## config.mk

```make
export PLATFORM = sky130hd
export DESIGN_NAME = hazard_stall_controller
export DESIGN_NICKNAME = d
export VERILOG_FILES = /design/src/rtl/hazard_stall_controller.sv
export SDC_FILE = /design/constraint.sdc
export NUM_CORES = 1
export LEC_CHECK = 0
export CAP_MARGIN = 5
export CELL_PAD_IN_SITES_DETAIL_PLACEMENT = 0
export CELL_PAD_IN_SITES_GLOBAL_PLACEMENT = 1
export CORE_UTILIZATION = 39
export CTS_BUF_LIST = sky130_fd_sc_hd__clkbuf_8 sky130_fd_sc_hd__clkbuf_16
export CTS_CLUSTER_DIAMETER = 120
export DETAILED_ROUTE_END_ITERATION = 6
export DONT_BUFFER_PORTS = 1
export PLACE_DENSITY = 0.74
export SLEW_MARGIN = 10
export SYNTH_ARGS = -nofsm -noshare
export SYNTH_HDL_FRONTEND = slang
export SYNTH_SLANG_ARGS = --single-unit
export TNS_END_PERCENT = 30
```

## constraint.sdc

```tcl
create_clock -name clk -period 2 [get_ports clk]
set_clock_uncertainty 0.05 [all_clocks]
set_input_delay 0.4 -clock clk [delete_from_list [all_inputs] [get_ports clk]]
set_output_delay 0.4 -clock clk [all_outputs]
set_load 0.03 [all_outputs]
```

## src/rtl/hazard_stall_controller.sv

```systemverilog
// Pipeline sequencing for a 5-stage core: stall/flush/hold enables, EX operand forwarding,
// data-memory wait FSM with timeout, and a saturating stall-cycle counter.
module hazard_stall_controller #(
    parameter int MEM_TIMEOUT = 16,
    parameter int CNT_W       = 16
) (
    input  logic             clk,
    input  logic             rst,
    input  logic [4:0]       id_rs1_addr,
    input  logic [4:0]       id_rs2_addr,
    input  logic             id_uses_rs2,
    input  logic [4:0]       ex_rs1_addr,
    input  logic [4:0]       ex_rs2_addr,
    input  logic [4:0]       ex_rd_addr,
    input  logic             ex_mem_read,
    input  logic             ex_branch_taken,
    input  logic [4:0]       mem_rd,
    input  logic             mem_regwrite,
    input  logic [4:0]       wb_rd,
    input  logic             wb_regwrite,
    input  logic             dmem_req,
    input  logic             dmem_ready,
    output logic             pc_write,
    output logic             if_id_write,
    output logic             if_id_flush,
    output logic             control_stall,
    output logic             id_ex_hold,
    output logic             ex_mem_hold,
    output logic [1:0]       fwd_a,
    output logic [1:0]       fwd_b,
    output logic             mem_err,
    output logic [CNT_W-1:0] stall_cycles
);

    localparam int WAIT_W = $clog2(MEM_TIMEOUT + 1);

    typedef enum logic [1:0] {
        S_RUN,
        S_MEM_WAIT,
        S_ERR
    } state_e;

    state_e             state_q, state_d;
    logic [WAIT_W-1:0]  wait_cnt_q, wait_cnt_d;
    logic [CNT_W-1:0]   stall_q, stall_d;

    logic mem_wait;
    logic load_use;

    function automatic logic [1:0] fwd_sel(
        input logic [4:0] rs,
        input logic [4:0] m_rd,
        input logic       m_we,
        input logic [4:0] w_rd,
        input logic       w_we
    );
        // MEM holds the younger result, so it must win over WB; x0 is hardwired zero.
        if (m_we && (m_rd != 5'd0) && (m_rd == rs)) begin
            return 2'b10;
        end else if (w_we && (w_rd != 5'd0) && (w_rd == rs)) begin
            return 2'b01;
        end
        return 2'b00;
    endfunction

    assign mem_wait = (state_q != S_ERR) && dmem_req && !dmem_ready;

    assign load_use = ex_mem_read && (ex_rd_addr != 5'd0) &&
                      ((ex_rd_addr == id_rs1_addr) ||
                       (id_uses_rs2 && (ex_rd_addr == id_rs2_addr)));

    assign mem_err      = (state_q == S_ERR);
    assign stall_cycles = stall_q;

    always_comb begin
        // NOTE: every signal driven here gets a default first, so no path can infer a latch.
        pc_write      = 1'b1;
        if_id_write   = 1'b1;
        if_id_flush   = 1'b0;
        control_stall = 1'b0;
        id_ex_hold    = 1'b0;
        ex_mem_hold   = 1'b0;
        fwd_a         = fwd_sel(ex_rs1_addr, mem_rd, mem_regwrite, wb_rd, wb_regwrite);
        fwd_b         = fwd_sel(ex_rs2_addr, mem_rd, mem_regwrite, wb_rd, wb_regwrite);
        state_d       = state_q;
        wait_cnt_d    = wait_cnt_q;

        if (rst) begin
            pc_write      = 1'b0;
            if_id_write   = 1'b0;
            control_stall = 1'b1;
            fwd_a         = 2'b00;
            fwd_b         = 2'b00;
        end else if (state_q == S_ERR || mem_wait) begin
            pc_write    = 1'b0;
            if_id_write = 1'b0;
            id_ex_hold  = 1'b1;
            ex_mem_hold = 1'b1;
            if (state_q != S_ERR) begin
                if (wait_cnt_q == WAIT_W'(MEM_TIMEOUT - 1)) begin
                    state_d = S_ERR;
                end else begin
                    state_d = S_MEM_WAIT;
                end
                wait_cnt_d = wait_cnt_q + WAIT_W'(1);
            end
        end else begin
            state_d    = S_RUN;
            wait_cnt_d = '0;
            if (ex_branch_taken) begin
                if_id_flush   = 1'b1;
                control_stall = 1'b1;
            end else if (load_use) begin
                // Single-cycle bubble: the load moves to MEM next cycle and is then forwardable.
                pc_write      = 1'b0;
                if_id_write   = 1'b0;
                control_stall = 1'b1;
            end
        end

        stall_d = stall_q;
        if (!pc_write && (stall_q != {CNT_W{1'b1}})) begin
            stall_d = stall_q + CNT_W'(1);
        end
    end

    // NOTE: state registers use non-blocking assignments so every flop samples pre-edge values.
    always_ff @(posedge clk) begin
        if (rst) begin
            state_q    <= S_RUN;
            wait_cnt_q <= '0;
            stall_q    <= '0;
        end else begin
            state_q    <= state_d;
            wait_cnt_q <= wait_cnt_d;
            stall_q    <= stall_d;
        end
    end

endmodule

```

==> out/results.ini, run 1 <==
[run_status]
status = complete, but fails checks
violations = setup timing

[critical_path]
cp_top_family = simple AND/OR/NAND/NOR gates
cpMaxStageDelayCell = or4_4
r2r-start = stall_cycles[0]
startpoint_type = input port
max_stage_delay_ns = 0.52
required_ns = 1.55
startpoint = ex_rd_addr[1]
crit_chain = or4_4 > o21ai_2 > o31a_1 > buf_6
critical_path_class = input port to output pin
cp_max_fo = 6
path_buf_inv = 1
arrival_ns = 1.62
crit_path_end_kind = output pin

[floorplanning]
rows = 22
die_area_um2 = 4210
die-width_um = 64.9
start_util = 0.415
dieHeight_um = 64.9
core-area_um2 = 3720
io-pin-count = 71

[yosys]
synth_seq_area_share = 0.298
synth_top_family_by_area = simple AND/OR/NAND/NOR gates
syn_area_um2 = 1540
ys_warn_count = 0
synthSimpleGateAreaFrac = 0.285
synthCells = 193
syn_area_per_cell_um2 = 7.99
synth_nets = 240
synthMuxAreaShare = 0.00649
synth_seq_cells = 23
yosysUniqueCellTypes = 35
synth_fa_ha_area_frac = 0.0243
synth_compound_area_frac = 0.149
synth_xor_xnor_area_share = 0.193

[finish]
seqCellArea_um2 = 463
n_antenna_cell = 0
num-fill-cells = 358
multi_input_area_um2 = 1150
nets = 279
drive_above_1_share = 0.329
areaGrowthSynthToFinish_pct = 36.3

[clocking]
cts_tree = yes
clk_pin_slew_ns = 0.08
h-tree-depth = 1
clock_path_buffers = 2
insertion_delay_ns = 0.26
cts_inserted_buffers = 3
clock-sinks = 23
root_buffer = clkbuf_8

[global_route]
grt_max_degree = 24
antenna_found_initial = 0
overflow = 0
grt_pass1_vias = 1546
grt_pass1_wl_um = 6500
grt_use_total = 0.193

[worst_hold_path]
hp-class = input port to flop
hp-start = rst

[sta]
fmax_ghz = 0.483
slew_viol_final = 0
hold_viol = 0
whs_ns = 0.144
worst_slew_pin_slew_ns = 0.354
setup_slack_ns = -0.0701
period_share = 1.04
slew_headroom = 0.764
setup-violations-final = 5
rsz0062_at_grt = true
min_period_ns = 2.07

[routing]
wl_per_cell_um = 14.7
drt_pass1_iterations = 4
drt-initial-drc-count = 42
vias_per_cell = 5.56
postRouteWirelength_um = 4090
ant_nets = 0
drc = 0
via_count = 1552

[run]
max_cap_viol_count = 0

[power]
ir_worst_vdd_v = 0.000388
p_leak_nw = 0.774
p_per_area_nw_per_um2 = 463

[placement]
place_congestion = 0.780
pre_cts_ws_ns = -0.251
hpwl_um = 3210
io_buffers = 0

## timing repair
item | in CTS | in global routing
setup buffers | 3 | 1
hold endpoints to repair | 0 | 0
hold buffers | 0 | 0
gates resized for setup | 7 | 23
gates cloned | 0 | 0
pin swaps | 11 | 19
endpoints found under the setup margin | 7 | 23
## flip-flops by register name, summed over array words and instances, names as in the netlist
| signal | cells |
|---|---|
| wait_cnt_q | 5 |
| stall_cycles | 16 |
| state_q | 2 |
## through the flow
stage / std cells / utilization / instance area [µm²] / total power [W] / TNS [ns]
6_report: 279 / 0.566 / 2100 / 0.000973 / -0.225
3_5_place_dp: 271 / 0.515 / 1910 / 0.000681 / -2.58
5_1_grt: 279 / 0.566 / 2100 / 0.00102 / -0.911
2_1_floorplan: 193 / - / 1600 / 0.000631 / -0.550
4_1_cts: 278 / 0.540 / 2010 / 0.000970 / -0.410
3_3_place_gp: 271 / 0.515 / 1910 / 0.000675 / -1.73
## path summary, 6_finish.rpt
kind,to,slack (ns),depth (start not counted)
worst max-delay path,if_id_write,-0.07,4
worst min-delay path,stall_cycles[3],0.14,1
worst max register to register,stall_cycles[7],0.05,8
worst min register to register,wait_cnt_q[1],0.43,2
## cells by family (layout without fill, tap and decap cells)
group | Yosys count | count (layout)
and+or+nand+nor | 80 | 80
AOI/OAI and AO/OA | 39 | 39
xor gates and xnor gates | 34 | 34
DFF | 23 | 23
buffers and inverters | 13 | 51
adders and majority gates | 3 | 3
muxes | 1 | 1
## synthesized netlist by cell type, drive strengths merged
master / instances / area (µm²)
xnor2: 12 / 105
a32oi: 1 / 8.76
and2: 1 / 6.26
o21bai: 1 / 7.51
o21ai: 15 / 75.1
a21oi: 13 / 65.1
o22a: 1 / 10.0
o21ba: 1 / 10.0
and3: 3 / 18.8
dfxtp: 23 / 460
nand2: 12 / 45.0
xor2: 22 / 193
a211oi: 1 / 7.51
ha: 3 / 37.5
mux2i: 1 / 10.0
clkbuf: 4 / 15.0
or3: 10 / 63.8
inv: 5 / 18.8
o31ai: 4 / 30.0
buf: 4 / 33.8
nor2b: 1 / 6.26
nand2b: 2 / 12.5
nor2: 14 / 52.6
nor3: 7 / 35.0
o21a: 1 / 7.51
nand4: 6 / 37.5
nor4: 6 / 43.8
nand3: 8 / 40.0
and4: 1 / 8.76
o31a: 1 / 8.76
or4: 9 / 68.8
## layout make-up
class | instances | share of cell area
sequential | 23 | 0.220
tap | 48 | 0.0286
multi-input combinational | 157 | 0.548
clock inverter | 1 | 0.00179
inverter | 5 | 0.00893
timing repair buffer | 42 | 0.173
clock buffer | 3 | 0.0196
## routing by layer
layer,GRT usage,up-vias,wire [µm]
met5,0,-,0
met4,0.0250,0,23
met3,0.0563,4,215
met2,0.354,36,2120
met1,0.222,738,1730
li1,-,774,-
## where the power goes
part           internal, W  switching (W)  total [W]
clock network     0.000137       0.000143   0.000280
registers         0.000467     0.00000503   0.000472
logic             0.000108       0.000113   0.000221
## worst register-to-register path, delay by kind of cell (launching register included)
kind	cells	cell delay, ns
adder cells (fa/ha/maj)	1	0.18
buffers and inverters	1	0.15
flip-flops	1	0.33
AO/OA/AOI/OAI	2	0.36
AND/OR/NAND/NOR	4	0.83
## cell usage in the layout, fill, tap and decap left out, types with 6 or more instances in the layout
master	n
xnor2_1	12
xor2_1	22
inv_1	6
buf_4	34
nand4_1	6
nand3_1	8
o21ai_0	10
buf_6	6
nand2_1	12
or3_1	7
dfxtp_1	21
nor2_1	12
or4_4	6
a21oi_1	9
Note: power is estimated with default switching activity, not from simulation.
==> run 2, diff against run 1 <==
--- a/config.mk
+++ b/config.mk
@@ -5,7 +5,6 @@
 export SDC_FILE = /design/constraint.sdc
 export NUM_CORES = 1
 export LEC_CHECK = 0
-export CAP_MARGIN = 5
 export CELL_PAD_IN_SITES_DETAIL_PLACEMENT = 0
 export CELL_PAD_IN_SITES_GLOBAL_PLACEMENT = 1
 export CORE_UTILIZATION = 39
==> constraint.sdc (replaced) <==
create_clock -name clk -period 1.9 [get_ports clk]
set_clock_uncertainty 0.05 [all_clocks]
set_input_delay 0.38 -clock clk [delete_from_list [all_inputs] [get_ports clk]]
set_output_delay 0.38 -clock clk [all_outputs]
set_load 0.03 [all_outputs]
==> run 2 against run 1 <==
The flow still finishes with violations (setup timing). Via count up 0.71%. Power up 7.1%. First-iteration DRC count down 19%. Critical path depth up 1. Non-clock buffer count up 5. Final area up 3.1%. Global-route usage up 0.56 points. Setup slack worse by 0.044 ns.
==> out/results.ini, run 2 (synthesis gave the netlist of run 1 again) <==
[global_route]
grt-busiest-layer = met2
grt_use_met3 = 0.0475  ; -0.00880
grt_use_total = 0.198  ; +0.00562
overflow = 0  ; unchanged
use_met2 = 0.355  ; +0.00130
grt_util_met1 = 0.237  ; +0.0152
grt_pass1_wl_um = 6640  ; +2.2%
grt_pass1_vias = 1520  ; -1.7%
grt_max_degree = 24  ; unchanged
antenna_found_initial = 0  ; unchanged

[routing]
ant_nets = 0  ; unchanged
vias_per_cell = 5.50  ; -1.1%
drc = 0  ; unchanged
wl_per_cell_um = 15.3  ; +4.3%
drt-initial-drc-count = 34  ; -19%
via_count = 1563  ; +0.71%
drt_pass1_iterations = 4  ; unchanged
postRouteWirelength_um = 4340  ; +6.2%

[power]
ir_worst_vdd_v = 0.000502  ; +29%
p_per_area_nw_per_um2 = 481  ; +3.9%
p_leak_nw = 0.799  ; +3.3%

[clocking]
insertion_delay_ns = 0.26  ; about the same
clock-sinks = 23  ; unchanged
cts_tree = yes
h-tree-depth = 1  ; unchanged
root_buffer = clkbuf_8
cts_hold_buffers = 0  ; unchanged
clk_pin_slew_ns = 0.08  ; about the same
clock_path_buffers = 2  ; unchanged
cts_inserted_buffers = 3  ; unchanged

[critical_path]
arrival_ns = 1.58  ; -0.04 ns
crit_chain = or4_4 > o21ai_4 > nor3_2 > nor4_4 > buf_6
startpoint_type = input port
crit_path_end_kind = output pin
max_stage_delay_ns = 0.53  ; about the same
cpMaxStageDelayCell = or4_4
critical_path_class = input port to output pin
cp_max_fo = 3  ; -3
required_ns = 1.47  ; -0.08 ns

[finish]
n_antenna_cell = 0  ; unchanged
final_core_util = 0.583  ; +0.0175
stdcell_count = 284  ; +1.8%
largest_register_ffs = 16  ; unchanged
nets = 284  ; +1.8%
final_area_um2 = 2170  ; +3.1%
mostFrequentLayoutCell = buf_4
areaGrowthSynthToFinish_pct = 40.5
most-common-layout-cells = buf_4, xor2_1, dfxtp_1
drive_above_1_share = 0.347  ; +0.0185

[sta]
rsz0062_at_grt = true
worst_slew_pin_slew_ns = 0.348  ; -0.00546 ns
hold_viol = 0  ; unchanged
slew_headroom = 0.768  ; +0.00364
slew_viol_final = 0  ; unchanged
min_period_ns = 2.01
fmax_ghz = 0.497
setup-violations-final = 14  ; +9
period_share = 1.06
whs_ns = 0.124  ; -0.0202 ns
setup_slack_ns = -0.114  ; -0.0437 ns

[floorplanning]
io-pin-count = 71  ; unchanged
rows = 22  ; unchanged
start_util = 0.415  ; unchanged
die_area_um2 = 4210  ; unchanged
dieHeight_um = 64.9  ; unchanged
die-width_um = 64.9  ; unchanged
core-area_um2 = 3720  ; unchanged

[placement]
dp_cells = 273  ; +0.74%
place_area_um2 = 1930  ; +0.98%
io_buffers = 0  ; unchanged
place_congestion = 0.834  ; +6.9%
pre_cts_ws_ns = -0.284  ; -0.0330 ns
hpwl_um = 3270  ; +1.9%

[worst_hold_path]
hp-class = input port to flop

[run_status]
status = complete, but fails checks
violations = setup timing

[run]
max_cap_viol_count = 0  ; unchanged

==> run 2: where the power goes <==
group          internal (W)  switching (W)  total [W]  leakage [nW]
clock              0.000146       0.000155   0.000301        0.0255
sequential         0.000491     0.00000786   0.000499         0.189
combinational      0.000121       0.000121   0.000242         0.584
total              0.000759       0.000283    0.00104         0.799
==> run 2: final timing paths <==
kind | startpoint | endpoint | slack [ns] | cells past startpoint
worst min register to register | wait_cnt_q[1] | wait_cnt_q[1] | 0.43 | 2
worst min-delay path | rst | stall_cycles[2] | 0.12 | 1
worst max-delay path | mem_rd[1] | fwd_b[0] | -0.11 | 5
worst max register to register | stall_cycles[0] | stall_cycles[10] | -0.04 | 8
==> run 2: timing repair <==
item | CTS | global route
cloned | 0 | 1
setup buffers | 2 | 4
endpoints found under the setup margin | 15 | 22
pin swaps | 15 | 12
resized for setup | 11 | 22
hold endpoints to repair | 0 | 0
==> run 2: worst max-delay path, delay by kind of cell <==
| kind | cells | cell delay [ns] |
|---|---|---|
| AND/OR/NAND/NOR | 3 | 0.88 |
| AO/OA/AOI/OAI | 1 | 0.15 |
| buffers and inverters | 1 | 0.17 |
==> run 2: cell type report <==
| type | instances | area (µm²) |
|---|---|---|
| fillers | 345 | 1550 |
| multi-input cells | 157 | 1160 |
| flip-flops and latches | 23 | 470 |
| repair buffers | 47 | 410 |
| well taps | 48 | 60.1 |
| clock buffers | 3 | 41.3 |
| inverters | 5 | 18.8 |
| clock inverters | 1 | 5.00 |
==> run 2: per-stage QoR <==
| stage | TNS [ns] | total power [W] |
|---|---|---|
| floorplan | -1.73 | 0.000664 |
| detailed placement | -3.41 | 0.000715 |
| CTS | -1.11 | 0.00103 |
| finish | -0.779 | 0.00104 |
| global placement | -2.89 | 0.000710 |
| global route | -2.14 | 0.00110 |
==> run 2: layer usage <==
| metal | wire [µm] | share of wire | vias to the layer above |
|---|---|---|---|
| met5 | 0 | 0 | - |
| met4 | 13 | 0.0030 | 0 |
| met3 | 188 | 0.043 | 2 |
| met2 | 2380 | 0.55 | 40 |
| met1 | 1750 | 0.40 | 735 |
| li1 | - | - | 786 |
==> run 3, diff against run 2 <==
--- a/config.mk
+++ b/config.mk
@@ -12,7 +12,8 @@
 export CTS_CLUSTER_DIAMETER = 120
 export DETAILED_ROUTE_END_ITERATION = 6
 export DONT_BUFFER_PORTS = 1
-export PLACE_DENSITY = 0.74
+export PLACE_DENSITY_LB_ADDON = 0.1
+export SKIP_CTS_REPAIR_TIMING = 1
 export SLEW_MARGIN = 10
 export SYNTH_ARGS = -nofsm -noshare
 export SYNTH_HDL_FRONTEND = slang
==> run 3 against run 2 <==
The flow still finishes with violations (setup timing). Clock power up 3%. Fmax decreased by 3.9%. Flip-flop and latch count unchanged. Non-clock buffer count decreased by 7.
==> out/results.ini, run 3 (synthesis gave the netlist of run 1 again) <==
[sta]
rsz0062_at_grt = true
hold_viol = 0  ; unchanged
period_share = 1.10  ; +0.0428
setup-violations-final = 19  ; +5
fmax_ghz = 0.477  ; -3.9%
worst_slew_pin_slew_ns = 0.370  ; +0.0223 ns
slew_headroom = 0.751  ; -0.0165
slew_viol_final = 0  ; unchanged
finalSetupTns_ns = -1.23  ; -0.449 ns
whs_ns = 0.105  ; -0.0184 ns
setup_slack_ns = -0.195  ; -0.0813 ns
min_period_ns = 2.10  ; +0.0813 ns

[power]
p_per_area_nw_per_um2 = 497  ; +3.4%
ir_worst_vdd_v = 0.000300  ; -40%
p_leak_nw = 0.760  ; -4.8%

[routing]
drt_pass1_iterations = 4  ; unchanged
ant_nets = 0  ; unchanged
drc = 0  ; unchanged
dr_wl_met2_um = 2090  ; -12%
via_count = 1549  ; -0.90%
vias_per_cell = 5.59  ; +1.6%
drt-initial-drc-count = 53  ; +56%
route.met3.wl_um = 190  ; +1.1%
wl_per_cell_um = 14.6  ; -4.5%
postRouteWirelength_um = 4040  ; -6.9%
dr.max_layer_used = met4
wl_met1_um = 1730  ; -1.5%

[critical_path]
crit_path_end_kind = output pin
arrival_ns = 1.67  ; +0.09 ns
path_buf_inv = 1  ; unchanged
cpMaxStageDelayCell = or4_4
cp_max_fo = 3  ; unchanged
startpoint = mem_rd[1]
startpoint_type = input port
cp_top_family = simple AND/OR/NAND/NOR gates
critical_path_class = input port to output pin
crit_chain = or4_4 > o21ai_4 > nor3_4 > nor4_4 > buf_4
r2r-start = stall_cycles[0]
required_ns = 1.47  ; about the same
max_stage_delay_ns = 0.53  ; about the same

[clocking]
clock_path_buffers = 2  ; unchanged
h-tree-depth = 1  ; unchanged
cts_inserted_buffers = 3  ; unchanged
clock-sinks = 23  ; unchanged
insertion_delay_ns = 0.27  ; about the same
clk_pin_slew_ns = 0.09  ; about the same
root_buffer = clkbuf_8
cts_tree = yes

[global_route]
antenna_found_initial = 0  ; unchanged
grt_use_total = 0.190  ; -0.00820
grt_pass1_vias = 1513  ; -0.46%
grt_pass1_wl_um = 6370  ; -4.2%
overflow = 0  ; unchanged
grt_max_degree = 24  ; unchanged

[floorplanning]
start_util = 0.415  ; unchanged
io-pin-count = 71  ; unchanged
dieHeight_um = 64.9  ; unchanged
rows = 22  ; unchanged
core-area_um2 = 3720  ; unchanged
die_area_um2 = 4210  ; unchanged
die-width_um = 64.9  ; unchanged

[placement]
place_congestion = 0.756  ; -9.4%
io_buffers = 0  ; unchanged
hpwl_um = 3180  ; -2.6%

[finish]
drive_above_1_share = 0.306  ; -0.0418
largest_register_ffs = 16  ; unchanged
most-common-layout-cells = buf_4, xor2_1, dfxtp_1
nets = 277  ; -2.5%
n_antenna_cell = 0  ; unchanged
mostFrequentLayoutCell = buf_4
areaGrowthSynthToFinish_pct = 34.7

[worst_hold_path]
hp-class = input port to flop
hp-start = rst

[run_status]
status = complete, but fails checks
violations = setup timing

[run]
max_cap_viol_count = 0  ; unchanged

## run 3: changes by cell type in the layout (fill, tap and decap cells not counted), moves of 3 or more
cell,change
buf_4,-6
o21ai_1,-5
o21ai_0,+5
dfxtp_2,-3
dfxtp_1,+3
## run 3: power by group
part           total (W)  internal (W)  leakage [nW]  switching [W]
clock           0.000309      0.000147        0.0255       0.000163
sequential      0.000499      0.000492         0.187     0.00000712
combinational   0.000225      0.000108         0.547       0.000117
total            0.00103      0.000746         0.760       0.000287
## run 3: final cells by class
class,instances,area (µm²)
clock buffer,3,41.3
clock inverter,1,5.00
fill,363,1640
inverter,5,18.8
multi-input combinational,157,1140
sequential,23,467
tap,48,60.1
timing repair buffer,40,349
## run 3: worst paths after layout
check | to | slack (ns) | depth (start not counted)
worst min-delay path | stall_cycles[2] | 0.11 | 1
worst max-delay path | fwd_b[0] | -0.20 | 5
worst min register to register | wait_cnt_q[1] | 0.44 | 2
worst max register to register | stall_cycles[7] | -0.10 | 8
## run 3: layer usage
layer | up-vias | GRT usage
li1 | 766 | -
met1 | 742 | 0.214
met2 | 36 | 0.352
met3 | 5 | 0.0387
met4 | 0 | 0.0583
met5 | - | 0
## run 3: through the flow
stage	util	instance area, µm²	instances	power (W)	setup WS, ns
after global placement	0.519	1930	271	0.000710	-0.302
after global routing	0.559	2080	277	0.00108	-0.240
final	0.559	2080	277	0.00103	-0.195
after floorplan	-	1600	193	0.000664	-0.210
after detailed placement	0.519	1930	271	0.000716	-0.360
after CTS	0.532	1980	275	0.00103	-0.334
